[config.mk]
export PLATFORM = sky130hd
export DESIGN_NAME = layer_compositor
export DESIGN_NICKNAME = d
export VERILOG_FILES = /design/src/rtl/layer_compositor.sv
export SDC_FILE = /design/constraint.sdc
export NUM_CORES = 2
export LEC_CHECK = 0
export ABC_AREA = 1
export BUFFER_PORTS_ARGS = -buffer_cell sky130_fd_sc_hd__buf_2
export CAP_MARGIN = 5
export CORE_ASPECT_RATIO = 0.9
export CORE_MARGIN = 2
export CORE_UTILIZATION = 57
export DETAILED_ROUTE_END_ITERATION = 8
export PLACE_DENSITY = 0.84
export SLEW_MARGIN = 20
export SYNTH_ARGS = -nofsm -noshare
export SYNTH_HDL_FRONTEND = slang
export SYNTH_SLANG_ARGS = --single-unit
[constraint.sdc]
create_clock -name VGA_Clk -period 25.7 [get_ports VGA_Clk]
set_clock_uncertainty 0.05 [all_clocks]
set_input_delay 2.57 -clock VGA_Clk [delete_from_list [all_inputs] [get_ports VGA_Clk]]
set_output_delay 2.57 -clock VGA_Clk [all_outputs]
set_load 0.02 [all_outputs]
[src/rtl/layer_compositor.sv]
// ---------------------------------------------------------------------------
// layer_compositor
// Pipelined pixel compositor for the VGA path. Picks one of five layers
// (result screen, title screen, note balls, chroma-keyed character sprite,
// background), scales it by a frame-synchronous fade level and drives
// registered RGB to the DAC pins.
//
// Ports
//   VGA_Clk                 pixel clock
//   Reset                   synchronous, active-high
//   frame_start             one-cycle pulse at start of vertical blank
//   blank                   1 = active video
//   DrawX, DrawY            current pixel coordinate
//   JoeX, JoeY              sprite window origin
//   ball_x/ball_y/ball_r    packed per-ball centre/radius, ball i at [10i+9:10i]
//   ball_en, ball_hit       per-ball visible / activated-colour select
//   start                   00 = gameplay, otherwise title screen
//   end_screen              level: game finished
//   score                   final score, classified on fade entry
//   spr_rgb/title_rgb/bg_rgb layer pixels, one cycle after DrawX/DrawY
//   res_rgb                 result pixels {superb, ok, tryagain}, same timing
//   Red, Green, Blue        registered output colour (2 cycles after DrawX/DrawY)
//   result_code             0 none, 1 try again, 2 ok, 3 superb
//   fade_busy               1 while fading out or in
// ---------------------------------------------------------------------------
module layer_compositor #(
    parameter int          NUM_BALLS = 4,
    parameter int          FADE_STEP = 2,
    parameter logic [11:0] KEY_RGB   = 12'h2B4,
    parameter int          SPR_W     = 200,
    parameter int          SPR_H     = 266,
    parameter int          THR_HI    = 250,
    parameter int          THR_LO    = 100
) (
    input  logic                   VGA_Clk,
    input  logic                   Reset,
    input  logic                   frame_start,
    input  logic                   blank,
    input  logic [9:0]             DrawX,
    input  logic [9:0]             DrawY,
    input  logic [9:0]             JoeX,
    input  logic [9:0]             JoeY,
    input  logic [NUM_BALLS*10-1:0] ball_x,
    input  logic [NUM_BALLS*10-1:0] ball_y,
    input  logic [NUM_BALLS*10-1:0] ball_r,
    input  logic [NUM_BALLS-1:0]   ball_en,
    input  logic [NUM_BALLS-1:0]   ball_hit,
    input  logic [1:0]             start,
    input  logic                   end_screen,
    input  logic [15:0]            score,
    input  logic [11:0]            spr_rgb,
    input  logic [11:0]            title_rgb,
    input  logic [11:0]            bg_rgb,
    input  logic [35:0]            res_rgb,
    output logic [3:0]             Red,
    output logic [3:0]             Green,
    output logic [3:0]             Blue,
    output logic [1:0]             result_code,
    output logic                   fade_busy
);

    typedef enum logic [1:0] {
        ST_PLAY     = 2'd0,
        ST_FADE_OUT = 2'd1,
        ST_FADE_IN  = 2'd2,
        ST_RESULT   = 2'd3
    } state_t;

    localparam int                  CNT_W     = (FADE_STEP > 1) ? $clog2(FADE_STEP) : 1;
    localparam logic [CNT_W-1:0]    STEP_LAST = CNT_W'(FADE_STEP - 1);
    localparam logic signed [10:0]  SPR_W_S   = 11'(SPR_W);
    localparam logic signed [10:0]  SPR_H_S   = 11'(SPR_H);

    // c * (lvl + 1) / 16: lvl 15 passes the channel through, lvl 0 blacks it out
    function automatic logic [3:0] scale_ch(input logic [3:0] c, input logic [3:0] lvl);
        logic [7:0] prod;
        prod = {4'd0, c} * ({4'd0, lvl} + 8'd1);
        return 4'(prod >> 4);
    endfunction

    function automatic logic [1:0] classify(input logic [15:0] s);
        logic [1:0] code;
        if (s >= 16'(THR_HI)) begin
            code = 2'd3;
        end else if (s >= 16'(THR_LO)) begin
            code = 2'd2;
        end else begin
            code = 2'd1;
        end
        return code;
    endfunction

    // ---------------- stage 1: geometry tests ----------------
    logic [NUM_BALLS-1:0] ball_in_s;
    logic [NUM_BALLS-1:0] ball_in_r;
    logic [NUM_BALLS-1:0] ball_sel_r;
    logic signed [10:0]   spr_dx_s;
    logic signed [10:0]   spr_dy_s;
    logic                 spr_win_s;
    logic                 spr_win_r;
    logic                 blank_r;

    for (genvar g = 0; g < NUM_BALLS; g++) begin : g_ball
        logic [10:0] dx_s;
        logic [10:0] dy_s;
        logic [9:0]  adx_s;
        logic [9:0]  ady_s;
        logic [9:0]  rad_s;
        logic [20:0] dist_s;
        logic [20:0] rad_sq_s;

        // Squared distance from pixel to ball centre against squared radius
        always_comb begin
            rad_s    = ball_r[10*g +: 10];
            dx_s     = {1'b0, DrawX} - {1'b0, ball_x[10*g +: 10]};
            dy_s     = {1'b0, DrawY} - {1'b0, ball_y[10*g +: 10]};
            adx_s    = dx_s[10] ? 10'(-dx_s) : dx_s[9:0];
            ady_s    = dy_s[10] ? 10'(-dy_s) : dy_s[9:0];
            dist_s   = ({11'd0, adx_s} * {11'd0, adx_s}) + ({11'd0, ady_s} * {11'd0, ady_s});
            rad_sq_s = {11'd0, rad_s} * {11'd0, rad_s};
            ball_in_s[g] = ball_en[g] && (rad_s != 10'd0) && (dist_s <= rad_sq_s);
        end
    end

    // Sprite window test; a negative offset can never satisfy the lower bounds
    always_comb begin
        spr_dx_s  = $signed({1'b0, DrawX} - {1'b0, JoeX});
        spr_dy_s  = $signed({1'b0, DrawY} - {1'b0, JoeY});
        spr_win_s = (spr_dx_s >= 11'sd6) && (spr_dx_s <= SPR_W_S) &&
                    (spr_dy_s >= 11'sd3) && (spr_dy_s <= SPR_H_S);
    end

    // Stage 1 register: geometry flags travel with the delayed blank
    always_ff @(posedge VGA_Clk) begin
        if (Reset) begin
            ball_in_r  <= {NUM_BALLS{1'b0}};
            ball_sel_r <= {NUM_BALLS{1'b0}};
            spr_win_r  <= 1'b0;
            blank_r    <= 1'b0;
        end else begin
            ball_in_r  <= ball_in_s;
            ball_sel_r <= ball_hit;
            spr_win_r  <= spr_win_s;
            blank_r    <= blank;
        end
    end

    // ---------------- fade FSM ----------------
    state_t           state_r;
    state_t           state_nxt_s;
    logic [3:0]       lvl_r;
    logic [3:0]       lvl_nxt_s;
    logic [CNT_W-1:0] cnt_r;
    logic [CNT_W-1:0] cnt_nxt_s;
    logic [1:0]       result_code_r;
    logic [1:0]       code_nxt_s;
    logic             fade_busy_r;
    logic             fade_busy_nxt_s;

    // FSM state register with level, frame counter and result code
    always_ff @(posedge VGA_Clk) begin
        if (Reset) begin
            state_r       <= ST_PLAY;
            lvl_r         <= 4'd15;
            cnt_r         <= {CNT_W{1'b0}};
            result_code_r <= 2'd0;
            fade_busy_r   <= 1'b0;
        end else begin
            state_r       <= state_nxt_s;
            lvl_r         <= lvl_nxt_s;
            cnt_r         <= cnt_nxt_s;
            result_code_r <= code_nxt_s;
            fade_busy_r   <= fade_busy_nxt_s;
        end
    end

    // FSM next state: everything moves only on frame_start
    always_comb begin
        state_nxt_s = state_r;
        lvl_nxt_s   = lvl_r;
        cnt_nxt_s   = cnt_r;
        code_nxt_s  = result_code_r;
        if (frame_start) begin
            if ((state_r != ST_PLAY) && !end_screen) begin
                // abort from any fade/result state
                state_nxt_s = ST_PLAY;
                lvl_nxt_s   = 4'd15;
                cnt_nxt_s   = {CNT_W{1'b0}};
                code_nxt_s  = 2'd0;
            end else begin
                case (state_r)
                    ST_PLAY: begin
                        lvl_nxt_s = 4'd15;
                        cnt_nxt_s = {CNT_W{1'b0}};
                        if (end_screen) begin
                            state_nxt_s = ST_FADE_OUT;
                            code_nxt_s  = classify(score);
                        end else begin
                            state_nxt_s = ST_PLAY;
                            code_nxt_s  = 2'd0;
                        end
                    end
                    ST_FADE_OUT: begin
                        if (cnt_r == STEP_LAST) begin
                            cnt_nxt_s   = {CNT_W{1'b0}};
                            lvl_nxt_s   = lvl_r - 4'd1;
                            state_nxt_s = (lvl_r == 4'd1) ? ST_FADE_IN : ST_FADE_OUT;
                        end else begin
                            cnt_nxt_s   = cnt_r + CNT_W'(1'b1);
                        end
                    end
                    ST_FADE_IN: begin
                        if (cnt_r == STEP_LAST) begin
                            cnt_nxt_s   = {CNT_W{1'b0}};
                            lvl_nxt_s   = lvl_r + 4'd1;
                            state_nxt_s = (lvl_r == 4'd14) ? ST_RESULT : ST_FADE_IN;
                        end else begin
                            cnt_nxt_s   = cnt_r + CNT_W'(1'b1);
                        end
                    end
                    ST_RESULT: begin
                        state_nxt_s = ST_RESULT;
                    end
                    default: begin
                        state_nxt_s = ST_PLAY;
                        lvl_nxt_s   = 4'd15;
                        cnt_nxt_s   = {CNT_W{1'b0}};
                        code_nxt_s  = 2'd0;
                    end
                endcase
            end
        end else begin
            state_nxt_s = state_r;
        end
    end

    // FSM outputs, decoded from the next state so they register alongside it
    always_comb begin
        case (state_nxt_s)
            ST_FADE_OUT: fade_busy_nxt_s = 1'b1;
            ST_FADE_IN:  fade_busy_nxt_s = 1'b1;
            default:     fade_busy_nxt_s = 1'b0;
        endcase
    end

    // ---------------- stage 2: layer select and intensity ----------------
    logic [11:0] ball_rgb_s;
    logic [11:0] game_rgb_s;
    logic [11:0] res_pick_s;
    logic [11:0] img_rgb_s;
    logic [3:0]  red_r;
    logic [3:0]  green_r;
    logic [3:0]  blue_r;

    // Layer select; walking from the top index down leaves the lowest hit ball
    always_comb begin
        ball_rgb_s = 12'h000;
        for (int i = NUM_BALLS - 1; i >= 0; i--) begin
            ball_rgb_s = !ball_in_r[i] ? ball_rgb_s :
                         (i == 0)      ? 12'h05F :
                         ball_sel_r[i] ? 12'h0F5 : 12'hF50;
        end

        if (ball_in_r != {NUM_BALLS{1'b0}}) begin
            game_rgb_s = ball_rgb_s;
        end else if (spr_win_r && (spr_rgb != KEY_RGB)) begin
            game_rgb_s = spr_rgb;
        end else begin
            game_rgb_s = bg_rgb;
        end

        case (result_code_r)
            2'd3:    res_pick_s = res_rgb[35:24];
            2'd2:    res_pick_s = res_rgb[23:12];
            2'd1:    res_pick_s = res_rgb[11:0];
            default: res_pick_s = 12'h000;
        endcase

        case (state_r)
            ST_PLAY:     img_rgb_s = (start != 2'b00) ? title_rgb : game_rgb_s;
            ST_FADE_OUT: img_rgb_s = game_rgb_s;
            ST_FADE_IN:  img_rgb_s = res_pick_s;
            ST_RESULT:   img_rgb_s = res_pick_s;
            default:     img_rgb_s = 12'h000;
        endcase
    end

    // Stage 2 register: scaled colour, forced black outside active video
    always_ff @(posedge VGA_Clk) begin
        if (Reset) begin
            red_r   <= 4'd0;
            green_r <= 4'd0;
            blue_r  <= 4'd0;
        end else if (!blank_r) begin
            red_r   <= 4'd0;
            green_r <= 4'd0;
            blue_r  <= 4'd0;
        end else begin
            red_r   <= scale_ch(img_rgb_s[11:8], lvl_r);
            green_r <= scale_ch(img_rgb_s[7:4],  lvl_r);
            blue_r  <= scale_ch(img_rgb_s[3:0],  lvl_r);
        end
    end

    assign Red         = red_r;
    assign Green       = green_r;
    assign Blue        = blue_r;
    assign result_code = result_code_r;
    assign fade_busy   = fade_busy_r;

endmodule

==> impl_metrics.toml <==
[status]
status = "finished clean"

[routing]
drcViolationCount = 0
ant_nets = 0
routed_wl_um = 109000
top_layer_used = "met5"
drtIter0Drc = 2630
vias_per_cell = 5.31
wl_met3_um = 9390
met2WireLength_um = 49700
m1WireLength_um = 47400
vias = 38100
first_pass_iters = 6
drt-wirelength-per-cell_um = 15.1

[grt]
grt_pass1_wl_um = 184000
grt_overflow = 0
grt_pass1_vias = 38600
grt_start_max_net_pins = 18
antenna_found_initial = 7
track_usage = 0.275

[clock_network]
cts-buffers-inserted = 5
cts_resized = 0
cts-hold-fix-buffers = 0
worstSkewPairLatency_ns = 0.29
cts_sinks = 31
clockBufferDepth = 2
h-tree-depth = 2
post_cts_buffers = 0
cts_root_buffer = "clkbuf_16"
clk_pin_slew_ns = 0.06
cts_tree = "built"

[sta]
hold_violations = 0
fin_crit_sh = 0.503
worstMarginPinSlew_ns = 1.01
min_period_ns = 12.92
setup_tns_ns = 0
fmax_mhz = 77.4
slew_headroom = 0.327
drv_slew = 0
rsz0062_at_grt = "false"
setup_violations = 0

[cells_and_area]
instances_no_fill = 7179
drive_above_1_share = 0.0640
nFillCells = 6756
fin_nets = 7874
multi_input_area_sq_um = 37800
regArea_sq_um = 621
areaGrowthSynthToFinish_pct = 5.59

[run]
drv_cap = 0

[synthesis]
syn-cell-area_sq_um = 44800
ys.flop_type = "dfxtp_1"
syn_inst = 5933
syn-num-nets = 7671
yosysSeqAreaShare = 0.0139
synth_cell_types = 62
synth_edf_count = 0
async_flop_share = 0
synth_seq_cells = 31
synth_area_per_cell_sq_um = 7.54
yosys_warnings = 0

[die]
core_sq_um = 77800
ioPinCount = 278
rows = 97
fp.dieArea_sq_um = 80800
start_util = 0.575
die_y_um = 270
die_w_um = 299

[worst_setup_path]
r2r_slack_ns = 21.29
cp_max_fo = 14
cp-start-kind = "primary input"
slowest_delay_ns = 0.79
cpMostUsedCell = "nand2_1"
cpMaxStageDelayCell = "a21boi_1"
critPathTopFamily = "adder cells"
worst_ep_arrival_time_ns = 13.00
required_ns = 25.77
criticalPathCategory = "in -> reg"
crit_buf_inv = 7
cp-end-kind = "flip-flop"

[place]
io_buffer_count = 275
place.gp.congestion = 0.983
dpl.cell_count = 7168
hpwl_um = 96700

[worst_hold_path]
hold_class = "reg -> reg"
## state kept, by name (all words and copies together) (netlist names)
| signal | count |
|---|---|
| Blue | 4 |
| Green | 4 |
| Red | 4 |
| ball_in_r | 4 |
| ball_sel_r | 3 |
| blank_r | 1 |
| cnt_r | 1 |
| fade_busy | 1 |
| lvl_r | 4 |
| result_code | 2 |
| spr_win_r | 1 |
| state_r | 2 |
## stage by stage
step	worst slack [ns]	util	area [sq um]	hold WS [ns]
3_3_place_gp	12.75	0.606	47100	0.449
3_5_place_dp	12.54	0.606	47100	0.458
4_1_cts	12.82	0.607	47300	0.467
5_1_grt	12.10	0.607	47300	0.502
6_report	12.78	0.608	47300	0.471
2_1_floorplan	14.89	-	44800	0.426
## cells by family (layout without fill, tap and decap cells)
family,after synthesis,count (layout),share of synthesized area
xor gates and xnor gates,292,292,0.0607
AOI/OAI and AO/OA,573,573,0.0734
buffers and inverters,1684,1888,0.142
and+or+nand+nor,1878,1878,0.175
other,0,3,0
adders and majority gates,1475,1475,0.535
DFF,31,31,0.0139
## cell type report
type | count | area share
flip-flops and latches | 31 | 0.0131
diodes | 3 | 0.000159
clock inverters | 2 | 0.000265
multi-input cells | 4218 | 0.799
inverters | 1599 | 0.127
repair buffers | 281 | 0.0301
clock buffers | 6 | 0.00273
well taps | 1039 | 0.0275
## final timing paths
path	startpoint	to	cells past startpoint
worst max-delay path	DrawX[0]	ball_in_r[1]	46
worst min-delay path	result_code[0]	result_code[0]	2
worst max register to register	ball_in_r[2]	Blue[3]	20
worst min register to register	result_code[0]	result_code[0]	2
## worst min-delay path: cells and delay by family, from the launching register on
family | cells | cell delay, ns
simple gates | 1 | 0.08
compound gates | 1 | 0.05
flops | 1 | 0.34
## cell usage after synthesis, types with 10 or more instances
| cell type | instances | area, sq um |
|---|---|---|
| inv_1 | 1576 | 5920 |
| nand2_1 | 1047 | 3930 |
| ha_1 | 744 | 9310 |
| fa_1 | 731 | 14600 |
| nor2_1 | 426 | 1600 |
| a21oi_1 | 290 | 1450 |
| nand3_1 | 211 | 1060 |
| xor2_1 | 159 | 1390 |
| o21ai_0 | 120 | 601 |
| xnor2_1 | 118 | 1030 |
| clkbuf_1 | 66 | 248 |
| nor3_1 | 54 | 270 |
| nand4_1 | 44 | 275 |
| o21bai_1 | 34 | 255 |
| dfxtp_1 | 31 | 621 |
| or2_2 | 24 | 150 |
| o211ai_1 | 21 | 158 |
| nand2_2 | 20 | 125 |
| a211oi_1 | 17 | 128 |
| a21o_1 | 17 | 128 |
| a21boi_0 | 16 | 120 |
| inv_2 | 16 | 60.1 |
| buf_2 | 14 | 70.1 |
| nor4_1 | 12 | 75.1 |
| a31oi_1 | 11 | 68.8 |
| o21a_1 | 10 | 75.1 |
| xor2_2 | 10 | 163 |
## per-layer routing
| metal | vias to the layer above | GRT usage |
|---|---|---|
| li1 | 18400 | - |
| met1 | 18300 | 0.393 |
| met2 | 1226 | 0.449 |
| met3 | 141 | 0.0378 |
| met4 | 2 | 0.0489 |
| met5 | - | 0 |
## placed cells by master (no fill, tap or decap), types with 17 or more instances in the layout
cell      netlist  routed
a21oi_1       290     290
xnor2_1       118     118
o211ai_1       21      21
nor3_1         54      54
nand2_1      1047    1047
o21ai_0       120     120
ha_1          744     744
nor2_1        426     426
or2_2          24      24
o21bai_1       34      34
buf_2          14     275
a211oi_1       17      17
xor2_1        159     159
nand4_1        44      44
a21o_1         17      17
inv_1        1576    1576
dfxtp_1        31      31
nand3_1       211     211
nand2_2        20      20
fa_1          731     731
Power is left out: the tool's default activity adds up to more than one toggle a clock period on the data nets, which glitch-free logic cannot reach.
